<file path="src/rtl/rf_write_scheduler_pkg.sv">
// Shared constants for the RegFile write scheduler: the hard-wired zero register and
// the round-robin grant encodings.
package rf_write_scheduler_pkg;
  localparam int REG_X0 = 0;

  typedef enum logic {
    GNT_ALU = 1'b0,
    GNT_LSU = 1'b1
  } grant_t;
endpackage

</file>
<file path="src/rtl/rf_write_scheduler_if.sv">
// Writeback request, scoreboard mark/check and RegFile write-port bundle.
// WB_BYPASS_EN adds the in-flight bypass outputs.
interface rf_write_scheduler_if #(
  parameter int WIDTH        = 32,
  parameter int ADRESS_WIDTH = 5
);
  logic                    alu_valid, alu_ready;
  logic [ADRESS_WIDTH-1:0] alu_rd;
  logic [WIDTH-1:0]        alu_data;
  logic                    lsu_valid, lsu_ready;
  logic [ADRESS_WIDTH-1:0] lsu_rd;
  logic [WIDTH-1:0]        lsu_data;
  logic                    mark_valid;
  logic [ADRESS_WIDTH-1:0] mark_rd;
  logic [ADRESS_WIDTH-1:0] chk_addr0, chk_addr1;
  logic                    chk_busy0, chk_busy1;
  logic                    rf_we;
  logic [ADRESS_WIDTH-1:0] rf_waddr;
  logic [WIDTH-1:0]        rf_wdata;
  logic                    sb_err;
`ifdef WB_BYPASS_EN
  logic                    byp_hit0, byp_hit1;
  logic [WIDTH-1:0]        byp_data0, byp_data1;
`endif

  modport slave (
`ifdef WB_BYPASS_EN
    output byp_hit0, byp_hit1, byp_data0, byp_data1,
`endif
    input  alu_valid, alu_rd, alu_data, lsu_valid, lsu_rd, lsu_data,
           mark_valid, mark_rd, chk_addr0, chk_addr1,
    output alu_ready, lsu_ready, chk_busy0, chk_busy1,
           rf_we, rf_waddr, rf_wdata, sb_err
  );

  modport master (
`ifdef WB_BYPASS_EN
    input  byp_hit0, byp_hit1, byp_data0, byp_data1,
`endif
    output alu_valid, alu_rd, alu_data, lsu_valid, lsu_rd, lsu_data,
           mark_valid, mark_rd, chk_addr0, chk_addr1,
    input  alu_ready, lsu_ready, chk_busy0, chk_busy1,
           rf_we, rf_waddr, rf_wdata, sb_err
  );
endinterface

</file>
<file path="src/rtl/rf_write_scheduler_scoreboard.sv">
// Pending-write scoreboard: set/clear with set priority, sticky protocol error, and the
// two hazard lookups. WB_BYPASS_EN drops the in-flight term from busy and exports it as a hit.
module rf_scoreboard
  import rf_write_scheduler_pkg::*;
#(
  parameter int ADRESS_WIDTH = 5,
  parameter int DEPTH        = 32
) (
  input  logic                         clk,
  input  logic                         rst,
  input  logic                         mark_valid_i,
  input  logic [ADRESS_WIDTH-1:0]      mark_rd_i,
  input  logic                         clr_valid_i,
  input  logic [ADRESS_WIDTH-1:0]      clr_rd_i,
  input  logic                         rf_we_i,
  input  logic [ADRESS_WIDTH-1:0]      rf_waddr_i,
  input  logic [1:0][ADRESS_WIDTH-1:0] chk_addr_i,
  output logic [1:0]                   busy_o,
`ifdef WB_BYPASS_EN
  output logic [1:0]                   hit_o,
`endif
  output logic                         sb_err_o
);
  logic [DEPTH-1:0] pending_q, pending_d;
  logic             err_q, err_d;
  logic             mark_eff;

  always_comb begin
    mark_eff  = mark_valid_i && (mark_rd_i != ADRESS_WIDTH'(REG_X0));
    pending_d = pending_q;
    if (clr_valid_i) pending_d[clr_rd_i] = 1'b0;
    if (mark_eff)    pending_d[mark_rd_i] = 1'b1;  // set wins over same-cycle clear
    err_d = err_q
          | (mark_eff && pending_q[mark_rd_i] && !(clr_valid_i && clr_rd_i == mark_rd_i))
          | (clr_valid_i && !pending_q[clr_rd_i]);
  end

  always_ff @(posedge clk or negedge rst) begin
    if (!rst) begin
      pending_q <= '0;
      err_q     <= 1'b0;
    end else begin
      pending_q <= pending_d;
      err_q     <= err_d;
    end
  end

  for (genvar k = 0; k < 2; k++) begin : g_chk
    logic nz, infl;
    assign nz   = chk_addr_i[k] != ADRESS_WIDTH'(REG_X0);
    assign infl = rf_we_i && (rf_waddr_i == chk_addr_i[k]);
`ifdef WB_BYPASS_EN
    assign busy_o[k] = nz && pending_q[chk_addr_i[k]];
    assign hit_o[k]  = nz && infl;
`else
    assign busy_o[k] = nz && (pending_q[chk_addr_i[k]] || infl);
`endif
  end

  assign sb_err_o = err_q;
endmodule

</file>
<file path="src/rtl/rf_write_scheduler.sv">
// RegFile write-port owner: round-robin ALU/LSU writeback arbiter, registered write port
// and pending-write scoreboard. Optional WB_BYPASS_EN exports in-flight bypass data.
module rf_write_scheduler
  import rf_write_scheduler_pkg::*;
#(
  parameter int WIDTH        = 32,
  parameter int ADRESS_WIDTH = 5,
  parameter int DEPTH        = 32
) (
  input logic            clk,
  input logic            rst,
  rf_write_scheduler_if.slave bus
);
  grant_t                  last_q, last_d;
  logic                    alu_gnt, lsu_gnt;
  logic [ADRESS_WIDTH-1:0] win_rd;
  logic [WIDTH-1:0]        win_data;
  logic                    we_q, we_d;
  logic [ADRESS_WIDTH-1:0] waddr_q, waddr_d;
  logic [WIDTH-1:0]        wdata_q, wdata_d;
  logic [1:0]              busy;

  always_comb begin
    alu_gnt  = bus.alu_valid && (!bus.lsu_valid || last_q == GNT_LSU);
    lsu_gnt  = bus.lsu_valid && !alu_gnt;
    last_d   = last_q;
    if (alu_gnt)      last_d = GNT_ALU;
    else if (lsu_gnt) last_d = GNT_LSU;
    win_rd   = alu_gnt ? bus.alu_rd   : bus.lsu_rd;
    win_data = alu_gnt ? bus.alu_data : bus.lsu_data;
    // x0 writes are accepted but never reach the RegFile
    we_d     = (alu_gnt || lsu_gnt) && (win_rd != ADRESS_WIDTH'(REG_X0));
    waddr_d  = we_d ? win_rd   : waddr_q;
    wdata_d  = we_d ? win_data : wdata_q;
  end

  always_ff @(posedge clk or negedge rst) begin
    if (!rst) begin
      last_q  <= GNT_LSU;
      we_q    <= 1'b0;
      waddr_q <= '0;
      wdata_q <= '0;
    end else begin
      last_q  <= last_d;
      we_q    <= we_d;
      waddr_q <= waddr_d;
      wdata_q <= wdata_d;
    end
  end

  assign bus.alu_ready = alu_gnt;
  assign bus.lsu_ready = lsu_gnt;
  assign bus.rf_we     = we_q;
  assign bus.rf_waddr  = waddr_q;
  assign bus.rf_wdata  = wdata_q;
  assign bus.chk_busy0 = busy[0];
  assign bus.chk_busy1 = busy[1];

`ifdef WB_BYPASS_EN
  logic [1:0] hit;
  assign bus.byp_hit0  = hit[0];
  assign bus.byp_hit1  = hit[1];
  assign bus.byp_data0 = wdata_q;
  assign bus.byp_data1 = wdata_q;
`endif

  rf_scoreboard #(.ADRESS_WIDTH(ADRESS_WIDTH), .DEPTH(DEPTH)) u_sb (
    .clk          (clk),
    .rst          (rst),
    .mark_valid_i (bus.mark_valid),
    .mark_rd_i    (bus.mark_rd),
    .clr_valid_i  (lsu_gnt),
    .clr_rd_i     (bus.lsu_rd),
    .rf_we_i      (we_q),
    .rf_waddr_i   (waddr_q),
    .chk_addr_i   ({bus.chk_addr1, bus.chk_addr0}),
    .busy_o       (busy),
`ifdef WB_BYPASS_EN
    .hit_o        (hit),
`endif
    .sb_err_o     (bus.sb_err)
  );
endmodule
</file>
<file path="src/flat_wrapper.sv">
// flat-port wrapper written by rule: the top's interface ports become plain ports
module rf_write_scheduler_flat import rf_write_scheduler_pkg::*;
#(
  parameter int WIDTH        = 32,
  parameter int ADRESS_WIDTH = 5,
  parameter int DEPTH        = 32
)
  (clk, rst, bus_alu_valid, bus_alu_rd, bus_alu_data, bus_lsu_valid, bus_lsu_rd, bus_lsu_data, bus_mark_valid, bus_mark_rd, bus_chk_addr0, bus_chk_addr1, bus_alu_ready, bus_lsu_ready, bus_chk_busy0, bus_chk_busy1, bus_rf_we, bus_rf_waddr, bus_rf_wdata, bus_sb_err);
  rf_write_scheduler_if #(.WIDTH(WIDTH), .ADRESS_WIDTH(ADRESS_WIDTH)) bus_i ();
  input logic clk;
  input logic rst;
  input wire logic [$bits(bus_i.alu_valid)-1:0] bus_alu_valid;
  input wire logic [$bits(bus_i.alu_rd)-1:0] bus_alu_rd;
  input wire logic [$bits(bus_i.alu_data)-1:0] bus_alu_data;
  input wire logic [$bits(bus_i.lsu_valid)-1:0] bus_lsu_valid;
  input wire logic [$bits(bus_i.lsu_rd)-1:0] bus_lsu_rd;
  input wire logic [$bits(bus_i.lsu_data)-1:0] bus_lsu_data;
  input wire logic [$bits(bus_i.mark_valid)-1:0] bus_mark_valid;
  input wire logic [$bits(bus_i.mark_rd)-1:0] bus_mark_rd;
  input wire logic [$bits(bus_i.chk_addr0)-1:0] bus_chk_addr0;
  input wire logic [$bits(bus_i.chk_addr1)-1:0] bus_chk_addr1;
  output wire logic [$bits(bus_i.alu_ready)-1:0] bus_alu_ready;
  output wire logic [$bits(bus_i.lsu_ready)-1:0] bus_lsu_ready;
  output wire logic [$bits(bus_i.chk_busy0)-1:0] bus_chk_busy0;
  output wire logic [$bits(bus_i.chk_busy1)-1:0] bus_chk_busy1;
  output wire logic [$bits(bus_i.rf_we)-1:0] bus_rf_we;
  output wire logic [$bits(bus_i.rf_waddr)-1:0] bus_rf_waddr;
  output wire logic [$bits(bus_i.rf_wdata)-1:0] bus_rf_wdata;
  output wire logic [$bits(bus_i.sb_err)-1:0] bus_sb_err;
  assign bus_i.alu_valid = bus_alu_valid;
  assign bus_i.alu_rd = bus_alu_rd;
  assign bus_i.alu_data = bus_alu_data;
  assign bus_i.lsu_valid = bus_lsu_valid;
  assign bus_i.lsu_rd = bus_lsu_rd;
  assign bus_i.lsu_data = bus_lsu_data;
  assign bus_i.mark_valid = bus_mark_valid;
  assign bus_i.mark_rd = bus_mark_rd;
  assign bus_i.chk_addr0 = bus_chk_addr0;
  assign bus_i.chk_addr1 = bus_chk_addr1;
  assign bus_alu_ready = bus_i.alu_ready;
  assign bus_lsu_ready = bus_i.lsu_ready;
  assign bus_chk_busy0 = bus_i.chk_busy0;
  assign bus_chk_busy1 = bus_i.chk_busy1;
  assign bus_rf_we = bus_i.rf_we;
  assign bus_rf_waddr = bus_i.rf_waddr;
  assign bus_rf_wdata = bus_i.rf_wdata;
  assign bus_sb_err = bus_i.sb_err;
  rf_write_scheduler #(.WIDTH(WIDTH), .ADRESS_WIDTH(ADRESS_WIDTH), .DEPTH(DEPTH)) u_core (.clk(clk), .rst(rst), .bus(bus_i));
endmodule
</file>
<file path="config.mk">
export PLATFORM = sky130hd
export DESIGN_NAME = rf_write_scheduler_flat
export DESIGN_NICKNAME = d
export VERILOG_FILES = /design/src/rtl/rf_write_scheduler_pkg.sv /design/src/rtl/rf_write_scheduler_if.sv /design/src/rtl/rf_write_scheduler_scoreboard.sv /design/src/rtl/rf_write_scheduler.sv /design/src/flat_wrapper.sv
export SDC_FILE = /design/constraint.sdc
export NUM_CORES = 1
export LEC_CHECK = 0
export ABC_AREA = 1
export CAP_MARGIN = 10
export CELL_PAD_IN_SITES_DETAIL_PLACEMENT = 1
export CELL_PAD_IN_SITES_GLOBAL_PLACEMENT = 1
export CORE_MARGIN = 2
export CORE_UTILIZATION = 34
export DETAILED_ROUTE_END_ITERATION = 10
export GPL_TIMING_DRIVEN = 0
export PLACE_DENSITY_LB_ADDON = 0.2
export RECOVER_POWER = 100
export SLEW_MARGIN = 40
export SYNTH_ARGS = -nofsm -noshare
export SYNTH_HDL_FRONTEND = slang
export SYNTH_HIERARCHICAL = 1
export SYNTH_SLANG_ARGS = --single-unit
</file>
<file path="constraint.sdc">
create_clock -name clk -period 2.9 [get_ports clk]
set_clock_uncertainty 0.15 [all_clocks]
set_input_delay 0.87 -clock clk [delete_from_list [all_inputs] [get_ports clk]]
set_output_delay 0.87 -clock clk [all_outputs]
set_load 0.01 [all_outputs]
</file>
==> results.sh <==
export IMPL_n_fill_cell=1906
export IMPL_powerDensity_mw_per_mm2=513
export IMPL_reg2reg_to="u_core/bus.rf_wdata[0]"
export IMPL_critPathKind="in -> out"
export IMPL_syn_area_per_cell_um2=6.59
export IMPL_finalWirelength_mm=21.6
export IMPL_nNetsFinal=1048
export IMPL_final_min_clock_period_ns=2.96
export IMPL_core_mm2=0.0151
export IMPL_wl_per_cell_um=18.8
export IMPL_start_util_pct=34.5
export IMPL_reg2reg_from="u_core/last_q"
export IMPL_antenna_found_initial=1
export IMPL_grt_pass1_wl_mm=33.1
export IMPL_overflow=0
export IMPL_cts_root_buffer="clkbuf_16"
export IMPL_path_clk_slew_ns=0.06
export IMPL_leakage_nw=3.73
export IMPL_stdcell_area_mm2=0.00770
export IMPL_violations="setup timing"
export IMPL_slew_headroom_pct=35.1
export IMPL_max_freq_mhz=338
export IMPL_totalPowerFinal_mw=3.95
export IMPL_place_congestion=0.878
export IMPL_htreeDepth=3
export IMPL_numCtsBuffers=9
export IMPL_drt_first_iter_violations=380
export IMPL_rr_worst_depth=14
export IMPL_clk_latency_ns=0.34
export IMPL_critPathLaunch="bus_chk_addr1[0]"
export IMPL_post_dp_hpwl_mm=15.2
export IMPL_drive_gt1_share_pct=19.1
export IMPL_outcome="complete, but fails checks"
export IMPL_ys_seq_elements=72
export IMPL_crit_fanout=7
export IMPL_pre_cts_ws_ns=-1.41
export IMPL_clock_sinks=72
export IMPL_setup_slack_ns=-0.0616
export IMPL_register_area_mm2=0.00180
export IMPL_n_antenna_cell=0
export IMPL_ctsLongestPathBuffers=2
export IMPL_p_comb_share_pct=37.0
export IMPL_worst_hold_slack_ns=0.344
export IMPL_worstPathArrival_ns=1.94
export IMPL_rrSetupSlack_ns=0.35
export IMPL_grt_pass1_vias=6293
export IMPL_seqPwrFrac_pct=35.1
export IMPL_postPlaceCellArea_mm2=0.00679
export IMPL_crit_required_ns=1.88
export IMPL_ys_types=32
export IMPL_ys_seq_area_share_pct=34.6
export IMPL_setup_viol=2
export IMPL_syn_area_mm2=0.00521
export IMPL_switching_power_mw=1.48
export IMPL_hp_class="reg -> reg"
export IMPL_io_pins=137
export IMPL_die_x_um=128
export IMPL_die_h_um=128
export IMPL_multi_input_area_mm2=0.00314
export IMPL_port_buffers=131
export IMPL_drv_slew=0
export IMPL_tightest_slew_ns=0.973
export IMPL_yosys_warnings=6
export IMPL_cts_tree="done"
export IMPL_tns_ns=-0.112
export IMPL_finalCritPeriodShare_pct=102
export IMPL_vias=6132
export IMPL_cellInternalPower_mw=2.47
export IMPL_finalHoldViolCount=0
export IMPL_hold_buffers=0
export IMPL_vias_per_cell=5.35
export IMPL_grt_util_all_layers_pct=26.2
export IMPL_antenna_left=0
export IMPL_rsz0062_at_grt="true"
export IMPL_cp_endpoint="bus_chk_busy1"
export IMPL_setup_worst_path_end_class="primary output"
export IMPL_switching_share_pct=37.5
export IMPL_die_area_mm2=0.0163
export IMPL_start_kind="input pin"
export IMPL_cap_violations=0
export IMPL_synth_fp_nets=885
export IMPL_drc=0
export IMPL_grt_max_degree=56
export IMPL_num_rows=45
export IMPL_area_growth_pct=47.7
export IMPL_first_pass_iters=5
export IMPL_syn_inst=791
export IMPL_clockPowerShare_pct=27.9
export IMPL_ir_worst_vdd_uv=278
layout make-up:
cell class / count / share of cell area [%]
inverters: 77 / 4.31
flip-flops and latches: 72 / 23.4
repair buffers: 152 / 19.9
well taps: 188 / 3.06
plain buffers: 37 / 4.73
multi-input cells: 605 / 40.9
clock inverters: 6 / 0.797
clock buffers: 9 / 2.93
metal layers:
metal / up-vias / track usage (%) / wire (µm)
met5: - / 0 / 13
met4: 2 / 11.0 / 841
met3: 56 / 7.05 / 1440
met2: 225 / 43.1 / 10200
met1: 2937 / 32.4 / 9100
li1: 2912 / - / -
cells in the mapped netlist (all sizes together):
cell type | instances | area (µm²)
nand4 | 7 | 43.8
o211ai | 2 | 15.0
clkbuf | 4 | 15.0
o31ai | 3 | 22.5
nand3 | 151 | 861
clkinv | 1 | 3.75
nor3 | 17 | 85.1
o21ai | 70 | 354
dfstp | 1 | 26.3
buf | 33 | 263
nor2 | 21 | 109
o21bai | 1 | 7.51
a31oi | 1 | 6.26
nor3b | 1 | 7.51
a21oi | 11 | 58.8
nand2 | 306 | 1180
xor2 | 1 | 8.76
o22ai | 13 | 81.3
dfrtp | 71 | 1780
inv | 76 | 285
logic make-up (layout without fill, tap and decap cells):
logic type | after synthesis | in the layout | synth area share (%)
AO/OA/AOI/OAI | 101 | 101 | 10.5
XOR/XNOR | 1 | 1 | 0.168
buffers and inverters | 114 | 281 | 10.9
flip-flops | 72 | 72 | 34.6
AND/OR/NAND/NOR | 503 | 503 | 43.9
through the flow:
| step | instances | utilization, % |
|---|---|---|
| floorplan | 791 | - |
| global route | 1146 | 51.0 |
| global placement | 1110 | 44.8 |
| finish | 1146 | 51.0 |
| CTS | 1145 | 49.5 |
| detailed placement | 1111 | 45.0 |
worst max-delay path, stage by stage:
cell	delay, ns
buf_12	0.13
buf_4	0.14
nand2_1	0.10
nand3_2	0.09
nand3_2	0.10
nand3_2	0.08
nand2_1	0.08
nand2_1	0.06
nand3_1	0.07
nand2_1	0.06
inv_1	0.04
buf_2	0.11
power groups by stage:
stage / Combinational (mW) / Clock (mW) / Sequential, mW
3_5_place_dp: 1.33 / 0 / 1.41
2_1_floorplan: 0.697 / 0 / 1.39
4_1_cts: 1.41 / 1.12 / 1.39
3_3_place_gp: 1.30 / 0 / 1.40
5_1_grt: 1.61 / 1.15 / 1.41
6_report: 1.46 / 1.10 / 1.38
registers in the layout, indices dropped and copies added, names as in the netlist:
name                   flops
u_core/bus.rf_wdata       32
u_core/u_sb/pending_q     32
u_core/bus.rf_waddr        5
u_core/bus.rf_we           1
u_core/last_q              1
u_core/u_sb/sb_err_o       1
placed cells by master (no fill, tap or decap), drive strengths merged, types with 2 or more instances in the layout:
cell           count
dlygate4sd2        2
nor2              21
o21ai             70
o31ai              3
nand4              7
clkinv             7
a21oi             11
clkdlybuf4s50     78
clkdlybuf4s15      3
nor3              17
buf               55
nand2            306
inv               74
dfrtp             71
dlygate4sd3       40
nand3            151
o211ai             2
o22ai             13
clkbuf            20
worst min path at each step:
| stage | start | end | cells past startpoint |
|---|---|---|---|
| after floorplan | u_core/last_q | u_core/last_q | 2 |
| after global placement | u_core/last_q | u_core/last_q | 2 |
| after detailed placement | u_core/u_sb/sb_err_o | u_core/u_sb/sb_err_o | 2 |
| after CTS | rst | u_core/u_sb/pending_q[21] | 1 |
| after global routing | u_core/bus.rf_wdata[26] | u_core/bus.rf_wdata[26] | 2 |
| final | u_core/last_q | u_core/last_q | 2 |
timing repair:
item                                    4_1_cts  5_1_grt
resized for setup                            89       85
pin swaps                                    27       33
buffers inserted                             13        1
cloned                                        6        0
endpoints found under the setup margin       36        4
(Power assumes the default switching activity.)
